$ cat src/rtl/floo_vc_injector_pkg.sv
// Shared helpers for the VC injector: VC index sizing and round-robin stepping.
package floo_vc_injector_pkg;

  function automatic int unsigned vcIdxWidth(input int unsigned numVc);
    return (numVc > 1) ? $clog2(numVc) : 1;
  endfunction

  function automatic int unsigned rrNext(input int unsigned last,
                                         input int unsigned offset,
                                         input int unsigned numVc);
    return (last + offset) % numVc;
  endfunction

endpackage

$ cat src/rtl/floo_vc_injector_if.sv
// Tile-side per-VC handshake plus the single physical channel into the mesh local port.
interface floo_vc_injector_if #(
  parameter int unsigned NumVirtChannels = 2,
  parameter type         flit_t          = logic
);
  logic  [NumVirtChannels-1:0] valid_i;
  logic  [NumVirtChannels-1:0] ready_o;
  flit_t [NumVirtChannels-1:0] data_i;
  logic  [NumVirtChannels-1:0] valid_o;
  logic  [NumVirtChannels-1:0] ready_i;
  flit_t                       data_o;
  logic  [NumVirtChannels-1:0] empty_o;

  modport slave (
    input  valid_i, data_i, ready_i,
    output ready_o, valid_o, data_o, empty_o
  );

  modport master (
    output valid_i, data_i, ready_i,
    input  ready_o, valid_o, data_o, empty_o
  );
endinterface

$ cat src/rtl/floo_vc_injector_fifo.sv
// Registered-output (non fall-through) circular FIFO, one instance per virtual channel.
module floo_vc_injector_fifo #(
  parameter int unsigned Depth = 2,
  parameter type         dtype = logic
) (
  input  logic clk_i,
  input  logic rst_ni,
  input  logic push_i,
  input  dtype data_i,
  input  logic pop_i,
  output dtype data_o,
  output logic full_o,
  output logic empty_o
);
  localparam int unsigned PtrW = (Depth > 1) ? $clog2(Depth) : 1;
  localparam int unsigned CntW = $clog2(Depth + 1);

  dtype            mem_q [Depth];
  logic [PtrW-1:0] rdPtr_q, rdPtr_d;
  logic [PtrW-1:0] wrPtr_q, wrPtr_d;
  logic [CntW-1:0] count_q, count_d;
  logic            doPush, doPop;

  function automatic logic [PtrW-1:0] incPtr(input logic [PtrW-1:0] p);
    return (p == PtrW'(Depth - 1)) ? '0 : p + PtrW'(1);
  endfunction

  assign full_o  = (count_q == CntW'(Depth));
  assign empty_o = (count_q == '0);
  assign doPush  = push_i & ~full_o;
  assign doPop   = pop_i & ~empty_o;
  assign data_o  = mem_q[rdPtr_q];

  always_comb begin
    rdPtr_d = rdPtr_q;
    wrPtr_d = wrPtr_q;
    count_d = count_q;
    if (doPush) wrPtr_d = incPtr(wrPtr_q);
    if (doPop)  rdPtr_d = incPtr(rdPtr_q);
    case ({doPush, doPop})
      2'b10:   count_d = count_q + CntW'(1);
      2'b01:   count_d = count_q - CntW'(1);
      default: count_d = count_q;
    endcase
  end

  always_ff @(posedge clk_i or negedge rst_ni) begin
    if (!rst_ni) begin
      rdPtr_q <= '0;
      wrPtr_q <= '0;
      count_q <= '0;
      for (int i = 0; i < Depth; i++) mem_q[i] <= '0;
    end else begin
      rdPtr_q <= rdPtr_d;
      wrPtr_q <= wrPtr_d;
      count_q <= count_d;
      if (doPush) mem_q[wrPtr_q] <= data_i;
    end
  end

endmodule

$ cat src/rtl/floo_vc_injector.sv
// Multiplexes per-VC tile flits onto one physical mesh channel through per-VC FIFOs,
// a round-robin picker and a single output register that never retracts or switches VC.
module floo_vc_injector
  import floo_vc_injector_pkg::*;
#(
  parameter int unsigned NumVirtChannels = 2,
  parameter int unsigned FifoDepth       = 2,
  parameter type         flit_t          = logic
) (
  input logic                 clk_i,
  input logic                 rst_ni,
  floo_vc_injector_if.slave   inj
);
  localparam int unsigned VcIdxW = vcIdxWidth(NumVirtChannels);

  logic [NumVirtChannels-1:0] full, empty, push, pop;
  flit_t                      fifoData [NumVirtChannels];

  logic              outValid_q, outValid_d;
  logic [VcIdxW-1:0] outVc_q, outVc_d;
  flit_t             outData_q, outData_d;
  logic [VcIdxW-1:0] rrPtr_q, rrPtr_d;

  logic              selFound, transfer, load;
  logic [VcIdxW-1:0] selVc;
  logic [NumVirtChannels-1:0] validVec;

  assign push        = inj.valid_i & ~full;
  assign inj.ready_o = ~full;
  assign inj.empty_o = empty;

  for (genvar v = 0; v < NumVirtChannels; v++) begin : gen_vc_fifo
    floo_vc_injector_fifo #(
      .Depth (FifoDepth),
      .dtype (flit_t)
    ) i_fifo (
      .clk_i   (clk_i),
      .rst_ni  (rst_ni),
      .push_i  (push[v]),
      .data_i  (inj.data_i[v]),
      .pop_i   (pop[v]),
      .data_o  (fifoData[v]),
      .full_o  (full[v]),
      .empty_o (empty[v])
    );
  end

  // Search starts one past the last loaded VC so every VC gets its turn.
  always_comb begin
    logic [VcIdxW-1:0] cand;
    selVc    = '0;
    selFound = 1'b0;
    cand     = '0;
    for (int unsigned k = 1; k <= NumVirtChannels; k++) begin
      cand = VcIdxW'(rrNext(32'(rrPtr_q), k, NumVirtChannels));
      if (!selFound && !empty[cand]) begin
        selFound = 1'b1;
        selVc    = cand;
      end
    end
  end

  assign transfer = outValid_q & inj.ready_i[outVc_q];
  assign load     = (~outValid_q | transfer) & selFound;

  always_comb begin
    pop        = '0;
    outValid_d = outValid_q;
    outVc_d    = outVc_q;
    outData_d  = outData_q;
    rrPtr_d    = rrPtr_q;
    if (load) begin
      pop[selVc] = 1'b1;
      outValid_d = 1'b1;
      outVc_d    = selVc;
      outData_d  = fifoData[selVc];
      rrPtr_d    = selVc;
    end else if (transfer) begin
      outValid_d = 1'b0;
    end
  end

  always_ff @(posedge clk_i or negedge rst_ni) begin
    if (!rst_ni) begin
      outValid_q <= 1'b0;
      outVc_q    <= '0;
      outData_q  <= '0;
      rrPtr_q    <= VcIdxW'(NumVirtChannels - 1);
    end else begin
      outValid_q <= outValid_d;
      outVc_q    <= outVc_d;
      outData_q  <= outData_d;
      rrPtr_q    <= rrPtr_d;
    end
  end

  always_comb begin
    validVec = '0;
    if (outValid_q) validVec[outVc_q] = 1'b1;
  end

  assign inj.valid_o = validVec;
  assign inj.data_o  = outData_q;

endmodule
$ cat src/flat_wrapper.sv
// flat-port wrapper written by rule: the top's interface ports become plain ports
module floo_vc_injector_flat import floo_vc_injector_pkg::*;
#(
  parameter int unsigned NumVirtChannels = 2,
  parameter int unsigned FifoDepth       = 2,
  parameter type         flit_t          = logic
)
  (clk_i, rst_ni, inj_valid_i, inj_data_i, inj_ready_i, inj_ready_o, inj_valid_o, inj_data_o, inj_empty_o);
  floo_vc_injector_if #(.NumVirtChannels(NumVirtChannels), .flit_t(flit_t)) inj_i ();
  input logic clk_i;
  input logic rst_ni;
  input wire logic [$bits(inj_i.valid_i)-1:0] inj_valid_i;
  input wire logic [$bits(inj_i.data_i)-1:0] inj_data_i;
  input wire logic [$bits(inj_i.ready_i)-1:0] inj_ready_i;
  output wire logic [$bits(inj_i.ready_o)-1:0] inj_ready_o;
  output wire logic [$bits(inj_i.valid_o)-1:0] inj_valid_o;
  output wire logic [$bits(inj_i.data_o)-1:0] inj_data_o;
  output wire logic [$bits(inj_i.empty_o)-1:0] inj_empty_o;
  assign inj_i.valid_i = inj_valid_i;
  assign inj_i.data_i = inj_data_i;
  assign inj_i.ready_i = inj_ready_i;
  assign inj_ready_o = inj_i.ready_o;
  assign inj_valid_o = inj_i.valid_o;
  assign inj_data_o = inj_i.data_o;
  assign inj_empty_o = inj_i.empty_o;
  floo_vc_injector #(.NumVirtChannels(NumVirtChannels), .FifoDepth(FifoDepth), .flit_t(flit_t)) u_core (.clk_i(clk_i), .rst_ni(rst_ni), .inj(inj_i));
endmodule
$ cat config.mk
export PLATFORM = sky130hd
export DESIGN_NAME = floo_vc_injector_flat
export DESIGN_NICKNAME = d
export VERILOG_FILES = /design/src/rtl/floo_vc_injector_pkg.sv /design/src/rtl/floo_vc_injector_if.sv /design/src/rtl/floo_vc_injector_fifo.sv /design/src/rtl/floo_vc_injector.sv /design/src/flat_wrapper.sv
export SDC_FILE = /design/constraint.sdc
export NUM_CORES = 1
export LEC_CHECK = 0
export ABC_AREA = 1
export BUFFER_PORTS_ARGS = -buffer_cell sky130_fd_sc_hd__buf_2
export CAP_MARGIN = 20
export CORE_AREA = 3 3 52 54
export DETAILED_ROUTE_END_ITERATION = 8
export DIE_AREA = 0 0 55 57
export GPL_TIMING_DRIVEN = 0
export PLACE_DENSITY = 0.63
export SLEW_MARGIN = 0
export SYNTH_ARGS = -nofsm -noshare
export SYNTH_HDL_FRONTEND = slang
export SYNTH_SLANG_ARGS = --single-unit
$ cat constraint.sdc
create_clock -name clk_i -period 2 [get_ports clk_i]
set_input_delay 0.1 -clock clk_i [delete_from_list [all_inputs] [get_ports clk_i]]
set_output_delay 0.1 -clock clk_i [all_outputs]
set_load 0.005 [all_outputs]
Yosys cells after proc, flatten, opt, wreduce, memory -nomap -nowiden
Cells that the tools add are included.
Storage, ports and cells
  logic and storage cells: 112
  output and inout port bits: 7
  bits in registers: 16
  input port bits: 8
Operators by class
  reductions and logical operators: 11
  add/sub/neg operators: 10
  equal/unequal tests: 6
  bitwise logic cells: 19
  muxes and demuxes: 39
  magnitude comparators: 13
Operators with widths (number)
  1-bit two-way mux: 29
  2-bit greater-or-equal comparator, second input constant: 5
  1-bit inverter with 2-bit output: 5
  2-bit == test, second input constant: 4
  1-bit by 2-bit < comparator with 1-bit output, second input constant: 4
  2-bit case mux with 2 select lines: 2
  1-bit adder, second input constant: 6
  1-bit AND: 6
  2-bit nonzero test: 3
  1-bit logical AND: 5
  1-bit inverter: 5
  2-bit by 1-bit adder with 2-bit output, second input constant: 2
  2-bit bitwise mux: 2
  1-bit demux with 1-bit select: 4
  2-bit by 1-bit == test with 1-bit output, second input constant: 2
  2-bit zero test: 2
  2-bit by 1-bit < comparator with 1-bit output, second input constant: 2
  2-bit two-way mux: 2
  2-bit by 1-bit subtractor with 2-bit output, second input constant: 2
  2-bit AND: 1
  1-bit greater-or-equal comparator, second input constant: 2
  2-bit inverter: 1
  1-bit zero test: 1
  1-bit bitwise OR: 1

Longest topological paths before layout
Gate-level depths: netlist of run 1.
  depth after elaboration: 14
  depth in mapped cells: 9
  gate-level depth less buffers: 9

Modules after synthesis
A second synthesis of run 1 with hierarchy kept.
Second synthesis, totals
  cells, all modules: 129
  area total of the unflattened synthesis: 934.6 um^2
Modules (own cells, without submodules)
  floo_vc_injector_fifo (u_core.gen_vc_fifo[1].i_fifo): cells each 43, seq. area each 150.1 um^2, area each 335.3 um^2, times used 1
  floo_vc_injector_fifo (u_core.gen_vc_fifo[0].i_fifo): cells each 43, seq. area each 150.1 um^2, area each 325.3 um^2, times used 1
  floo_vc_injector: cells each 43, seq. area each 101.3 um^2, area each 274.0 um^2, times used 1

Least setup slack after synthesis of run 1
No wires, ideal clock.
  kind: register to register
  start: register u_core.gen_vc_fifo[0].i_fifo.count_q[1]
  end: register u_core.gen_vc_fifo[0].i_fifo.count_q[1]
  setup slack: 0.339 ns
  library setup time: 0.124 ns
  data required time: 1.876 ns
  arrival: 1.536 ns
  cell stages (with the launch flop): 9
  path through: dfrtp_1 -> o21ai_0 -> nand2_2 -> nand3_1 -> inv_1 -> ha_1 -> a21oi_1 -> o21ai_0 -> xnor2_1
On the way
  cells in the longest elaborated chain, start to end: 14
  elaborated cells between the ends (all ways): 31
  those cells by class: add/sub: 2; order compare: 2; eq/ne: 3; mux: 12; bitwise: 7; reduce/logical: 5
RTL lines
  start, declared: RTL line floo_vc_injector_fifo.sv:21  | logic [CntW-1:0] count_q, count_d;
  start signal, assigned: RTL line floo_vc_injector_fifo.sv:56  | count_q <= count_d;
  2-bit zero test (*): RTL line floo_vc_injector_fifo.sv:29  | assign empty_o = (count_q == '0);
  1-bit two-way mux (not written as such) (2 in a row): RTL line floo_vc_injector.sv:56  | if (!selFound && !empty[cand]) begin
  1-bit zero test: RTL line floo_vc_injector.sv:56
  1-bit logical AND: RTL line floo_vc_injector.sv:56
  1-bit two-way mux: RTL line floo_vc_injector.sv:56
  1-bit by 2-bit < comparator with 1-bit output (not written as such) or 1-bit greater-or-equal comparator (tied branches): RTL line floo_vc_injector.sv:73  | pop[selVc] = 1'b1;
  1-bit logical AND (not written as such): RTL line floo_vc_injector.sv:73
  1-bit two-way mux (not written as such): RTL line floo_vc_injector.sv:73
  1-bit demux with 1-bit select
  2-bit two-way mux: RTL line floo_vc_injector.sv:72  | if (load) begin
  1-bit AND (*): RTL line floo_vc_injector_fifo.sv:31  | assign doPop = pop_i & ~empty_o;
  named net u_core.gen_vc_fifo[0].i_fifo.doPop: RTL line floo_vc_injector_fifo.sv:22  | logic doPush, doPop;
  2-bit by 1-bit == test with 1-bit output or 2-bit == test (tied branches): RTL line floo_vc_injector_fifo.sv:40  | case ({doPush, doPop})
  2-bit case mux with 2 select lines or 2-bit nonzero test (tied branches)
The timed path passes the listed nets; every way through them passes the cells marked *. The select of a mux whose other input is x is not followed.
A chain may end at the register's enable or synchronous reset.

Worst setup path in the final report of run 1
  start: register u_core.gen_vc_fifo[0].i_fifo.count_q[0]
  end: register u_core.gen_vc_fifo[0].i_fifo.count_q[1]
The elaborated chain is that of the path after synthesis.

==> results of run 1 <==
[layer usage]
metal | part of all wire [%] | wire [um] | track usage, % | up-vias
li1 | - | - | - | 341
met1 | 46 | 639 | 12.9 | 284
met2 | 46 | 651 | 16.0 | 14
met3 | 5.0 | 70 | 2.35 | 4
met4 | 2.9 | 40 | 7.29 | 0
met5 | 0 | 0 | 0 | -
[cell families (layout without fill, tap and decap cells)]
| logic type | Yosys count | in the layout |
|---|---|---|
| compound gates | 10 | 10 |
| xor+xnor | 4 | 4 |
| fa+ha+maj | 2 | 2 |
| buf+inv | 17 | 36 |
| flops | 16 | 16 |
| simple gates | 50 | 50 |
[metrics by stage]
step                      total power [uW]  hold slack [ns]  area, um^2
after floorplan                       1290           -0.196         816
after global placement                1470           0.0303         921
after detailed placement              1510           0.0279         921
after CTS                             1690           0.0674         957
after global routing                  1850           0.0679         957
final                                 1670           0.0709         957
[power breakdown]
| part | switching, uW | internal, uW |
|---|---|---|
| clock | 93.9 | 77.3 |
| sequential | 138 | 503 |
| combinational | 463 | 393 |
[path summary, 6_finish.rpt]
check,to,slack [ns],cells past startpoint
max,u_core.gen_vc_fifo[0].i_fifo.count_q[1],0.18,8
min reg2reg,u_core.rrPtr_q,0.48,2
min in group asynchronous,u_core.gen_vc_fifo[1].i_fifo.wrPtr_q,0.26,2
max reg2reg,u_core.gen_vc_fifo[0].i_fifo.count_q[1],0.18,8
min,u_core.gen_vc_fifo[1].i_fifo.mem_q[1],0.07,3
max in group asynchronous,u_core.rrPtr_q,1.43,2
[layout by cell type, fill, tap and decap left out, drive strengths merged]
master,n
ha,2
xnor2,4
dfstp,1
dfrtp,15
inv,15
buf,16
nand2,40
dlygate4sd3,1
o21ai,8
nand3,4
nor2,4
clkbuf,4
a21oi,2
or2,2
[area by class of cell]
cell class,count,area [um^2],share of cell area (%)
Buffer,2,15.0,1.57
Multi-Input combinational cell,66,343,35.8
Inverter,15,56.3,5.88
Tap cell,28,35.0,3.66
Sequential cell,16,402,42.0
Timing Repair Buffer,15,80.1,8.37
Clock buffer,4,26.3,2.75
[worst register-to-register path, delay by kind of cell (launching register included)]
kind,cells,cell delay (ns)
buffers and inverters,1,0.06
adder cells (fa/ha/maj),1,0.32
AND/OR/NAND/NOR,2,0.26
XOR/XNOR,1,0.13
AO/OA/AOI/OAI,3,0.49
flip-flops,1,0.44
[sequential cells by signal, summed over array words and instances (netlist names)]
| signal | flops |
|---|---|
| u_core.gen_vc_fifo.i_fifo.mem_q | 4 |
| u_core.rrPtr_q | 1 |
| u_core.gen_vc_fifo.i_fifo.rdPtr_q | 2 |
| u_core.inj.data_o | 1 |
| u_core.outVc_q | 1 |
| u_core.gen_vc_fifo.i_fifo.wrPtr_q | 2 |
| u_core.outValid_q | 1 |
| u_core.gen_vc_fifo.i_fifo.count_q | 4 |
[timing repair]
action                                  in CTS  in global routing
endpoints found under the hold margin       15                  0
endpoints found under the setup margin       0                  0
hold buffers                                 1                  0
==> impl_metrics.toml, run 1 <==
[floorplanning]
fp-row-count = 17
core_area_um2 = 2250
die_x_um = 55
io_pins = 15
chipHeight_um = 57
floorplan.initialDensity_pct = 36.2
die-area_um2 = 3140

[route]
post_drt_wl_per_cell_um = 9.60
drt-initial-drc-count = 3
final_antenna_net_count = 0
vias = 643
drc = 0
totalWireLength_um = 1400
viasPerCell = 4.40
drt-pass1-iter-count = 3

[power_and_ir_drop]
ir_drop_mv = 0.610
cellPowerDensity_nw_per_um2 = 1740
power.leakage_uw = 0.000535

[critical_path]
cpLargestDelayFamily = "compound AO/OA/AOI/OAI gates"
crit_path_top_delay_cell = "dfrtp_1"
crit_type = "reg -> reg"
regToRegStartpoint = "u_core.gen_vc_fifo[0].i_fifo.count_q[0]"
end_kind = "flop"
cp_data_arrival_time_ns = 1.99
cp-startpoint = "u_core.gen_vc_fifo[0].i_fifo.count_q[0]"
cp_data_required_time_ns = 2.17
cp_cell_sequence = "o21ai_0 > nand2_2 > nand3_1 > inv_1 > ha_1 > a21oi_1 > o21ai_0 > xnor2_1"
startpoint_type = "flop"
cp_num_buf_inv = 1
crit_top_cell = "o21ai_0"
worst-path-max-fanout = 6
max_stage_delay_ns = 0.44

[clock_tree]
tritoncts = "done"
cts_sinks = 16
clkSlewWorstSetupHoldPaths_ns = 0.09
clk_latency_ns = 0.28
cts_buffer_depth = 2
post_cts_resized = 0
cts.root.buffer_cell = "clkbuf_4"
cts-buffers-inserted = 3
ctsHtreeMaxLevel = 1
postCtsSetupBuffers = 0

[yosys]
synth_top_family_by_area = "simple AND/OR/NAND/NOR gates"
synth_compound_area_share_pct = 7.06
synthTopCellsByArea = "dfrtp_1 (46%), nand2_1 (15%), inv_1 (6.0%), nand2_2 (5.4%), xnor2_1 (4.3%)"
syn_inst = 99
ys_seq_area_share_pct = 49.2
synthSimpleGateAreaFrac_pct = 27.6
ys_types = 17
synth_area_leader_cell = "dfrtp_1"
avgSynthCellArea_um2 = 8.24
synth_edf_count = 0
syn_area_um2 = 816
synthFlopType = "dfrtp_1"
yosysMostFrequentCell = "nand2_1"
syn_nets = 109
ys_seq_elements = 16
yosys.area_share.adder_pct = 3.07
synth_xor_area_share_pct = 4.29
synth_mux_area_share_pct = 0
synth_common_cells = "nand2_1 (33), dfrtp_1 (15), inv_1 (13), nand2_2 (7), o21ai_0 (5)"
yosysTopAreaCellShare_pct = 46.0
ys_warn_count = 0
ys_async_sr_fraction_pct = 100

[place]
place.gp.congestion = 0.807
port_buffers = 14
place_inst = 141
place_ws_ns = 0.200
place_hpwl_um = 1100

[timing]
period_share_pct = 91.0
setup_tns_ns = 0
fin_ws_ns = 0.180
skew_ns = 0.00531
max_freq_mhz = 549
period_minus_slack_ns = 1.82
hold_violations = 0
timing.slew.headroom_pct = 76.4
rsz0062_at_grt = "no"
maxSlewViolCount = 0
tightest_slew_ns = 0.354
setup_viol = 0

[cells_and_area]
layout-drive-gt1-share_pct = 29.7
fillCellCount = 232
diodes = 0
areaGrowthSynthToFinish_pct = 17.3
utilization_pct = 42.5
nets = 129
layout.cells.non_filler = 146

[worst_hold_path]
hold_class = "in -> reg"
min_from = "inj_data_i[1]"

[global_route]
antenna_found_initial = 0
overflow = 0
grt_start_max_net_pins = 17
grt_pass1_vias = 582
grt_pass1_wl_um = 2380
grtUsageTotal_pct = 10.6

[status]
status = "completed"

[flow_run]
drv_cap = 0
(Power assumes the default switching activity.)
==> run 2: changes to the inputs <==
==> constraint.sdc (replaced) <==
create_clock -name clk_i -period 2 [get_ports clk_i]
set_input_delay 0.5 -clock clk_i [delete_from_list [all_inputs] [get_ports clk_i]]
set_output_delay 0.5 -clock clk_i [all_outputs]
set_load 0.005 [all_outputs]
==> run 2 against run 1 <==
Die area did not move. First-iteration DRC count grew 67%. Register-to-register slack about the same. Hold slack improved by 0.040 ns. Setup slack stayed put. Critical path depth unchanged. Sequential power about the same. Sequential share of layout area up 0.44 points. Utilization decreased by 0.44 points. Via count decreased by 0.31%.
==> impl_metrics.toml, run 2 (synthesis results as in run 1) <==
[status]
status = "completed"

[floorplanning]
die-area_um2 = 3140
fp-row-count = 17
chipHeight_um = 57
die_x_um = 55
floorplan.initialDensity_pct = 36.2
core_area_um2 = 2250
io_pins = 15

[timing]
hold_violations = 0
tightest_slew_ns = 0.352
setup_tns_ns = 0
skew_ns = 0.00539
period_minus_slack_ns = 1.82
rsz0062_at_grt = "no"
setup_viol = 0
period_share_pct = 91.0
maxSlewViolCount = 0
timing.slew.headroom_pct = 76.6
max_freq_mhz = 549

[critical_path]
reg2reg_slack_ns = 0.18
cp_cell_sequence = "o21ai_0 > nand2_2 > nand3_1 > inv_1 > ha_1 > a21oi_1 > o21ai_0 > xnor2_1"
crit_path_top_delay_cell = "dfrtp_1"
worst-path-max-fanout = 6
cp-startpoint = "u_core.gen_vc_fifo[0].i_fifo.count_q[0]"
crit_type = "reg -> reg"
regToRegStartpoint = "u_core.gen_vc_fifo[0].i_fifo.count_q[0]"
cp_data_required_time_ns = 2.17
end_kind = "flop"
crit_top_cell = "o21ai_0"
crit_path_end = "u_core.gen_vc_fifo[0].i_fifo.count_q[1]"
ff2ff_path_depth = 8
reg2reg_to = "u_core.gen_vc_fifo[0].i_fifo.count_q[1]"
startpoint_type = "flop"
cp_data_arrival_time_ns = 1.99
max_stage_delay_ns = 0.44

[clock_tree]
cts-buffers-inserted = 3
clk_latency_ns = 0.28
cts_buffer_depth = 2
cts.root.buffer_cell = "clkbuf_4"
tritoncts = "done"
postCtsSetupBuffers = 0
clkSlewWorstSetupHoldPaths_ns = 0.09
ctsHtreeMaxLevel = 1
cts_hold_buf = 0
post_cts_resized = 0
cts_sinks = 16

[route]
totalWireLength_um = 1370
vias = 641
post_drt_wl_per_cell_um = 9.46
final_antenna_net_count = 0
drt-pass1-iter-count = 3
drc = 0
viasPerCell = 4.42
drt-initial-drc-count = 5

[cells_and_area]
final_cell_mix = "nand2_1 (33), dfrtp_1 (15), buf_2 (14), inv_1 (13), nand2_2 (7)"
diodes = 0
fin_area_um2 = 947
layout-drive-gt1-share_pct = 29.9
areaGrowthSynthToFinish_pct = 16.1
layout.cells.non_filler = 145
utilization_pct = 42.0
final_common_cell = "nand2_1"
top_regs = "u_core.gen_vc_fifo.i_fifo.count_q x4, u_core.gen_vc_fifo.i_fifo.mem_q x4"
nets = 128

[power_and_ir_drop]
ir_drop_mv = 0.610
power.leakage_uw = 0.000530
cellPowerDensity_nw_per_um2 = 1760
finalPower_uw = 1670

[global_route]
overflow = 0
grt_pass1_vias = 575
grt_start_max_net_pins = 17
grtUsageTotal_pct = 10.4
grt_pass1_wl_um = 2350
antenna_found_initial = 0

[place]
port_buffers = 14
place_inst = 141
place.gp.congestion = 0.807
dpl_cell_area_um2 = 921
place_hpwl_um = 1100

[worst_hold_path]
hold_class = "in -> async"

[flow_run]
drv_cap = 0
## run 2: cell types whose count changed in the layout (fill, tap and decap cells not counted), sizes merged
cell	change
dlygate4sd3	-1
## run 2: report_power, final
| part | internal (uW) | switching (uW) | leakage [uW] |
|---|---|---|---|
| combinational | 392 | 461 | 0.000325 |
| clock | 77.3 | 94.0 | 0.0000150 |
| sequential | 503 | 138 | 0.000191 |
## run 2: per-stage QoR
stage / hold WS (ns) / setup slack [ns]
2_1_floorplan: 0.204 / 0.339
3_3_place_gp: 0.430 / 0.210
3_5_place_dp: 0.428 / 0.186
4_1_cts: 0.116 / 0.170
5_1_grt: 0.121 / 0.0367
6_report: 0.111 / 0.180
## run 2: layer usage
metal  part of all wire [%]  wire (um)  vias to the layer above  global-route usage [%]
met5                      0          0                        -                       0
met4                    2.9         40                        0                    7.29
met3                    5.1         70                        4                    2.35
met2                     46        635                       14                    15.7
met1                     46        626                      284                    12.7
li1                       -          -                      339                       -
## run 2: how the worst min path moves through the flow
stage               cells past startpoint                                 endpoint  slack (ns)
finish                                  1    u_core.gen_vc_fifo[1].i_fifo.mem_q[1]        0.11
global route                            1     u_core.gen_vc_fifo[1].i_fifo.wrPtr_q        0.12
CTS                                     1     u_core.gen_vc_fifo[1].i_fifo.wrPtr_q        0.12
detailed placement                      1     u_core.gen_vc_fifo[1].i_fifo.wrPtr_q        0.43
global placement                        1    u_core.gen_vc_fifo[1].i_fifo.mem_q[1]        0.43
floorplan                               0  u_core.gen_vc_fifo[0].i_fifo.count_q[0]        0.20
## run 2: cell type report
type                    count  area [um^2]
fillers                   234         1310
flip-flops and latches     16          402
multi-input cells          66          343
repair buffers             14         70.1
inverters                  15         56.3
well taps                  28         35.0
clock buffers               4         26.3
plain buffers               2         15.0
## run 2: worst max-delay path, delay by kind of cell, from the launching register on
family          cells  cell delay, ns
compound gates      3            0.49
simple gates        2            0.26
buf+inv             1            0.06
flops               1            0.44
xor+xnor            1            0.13
fa+ha+maj           1            0.32
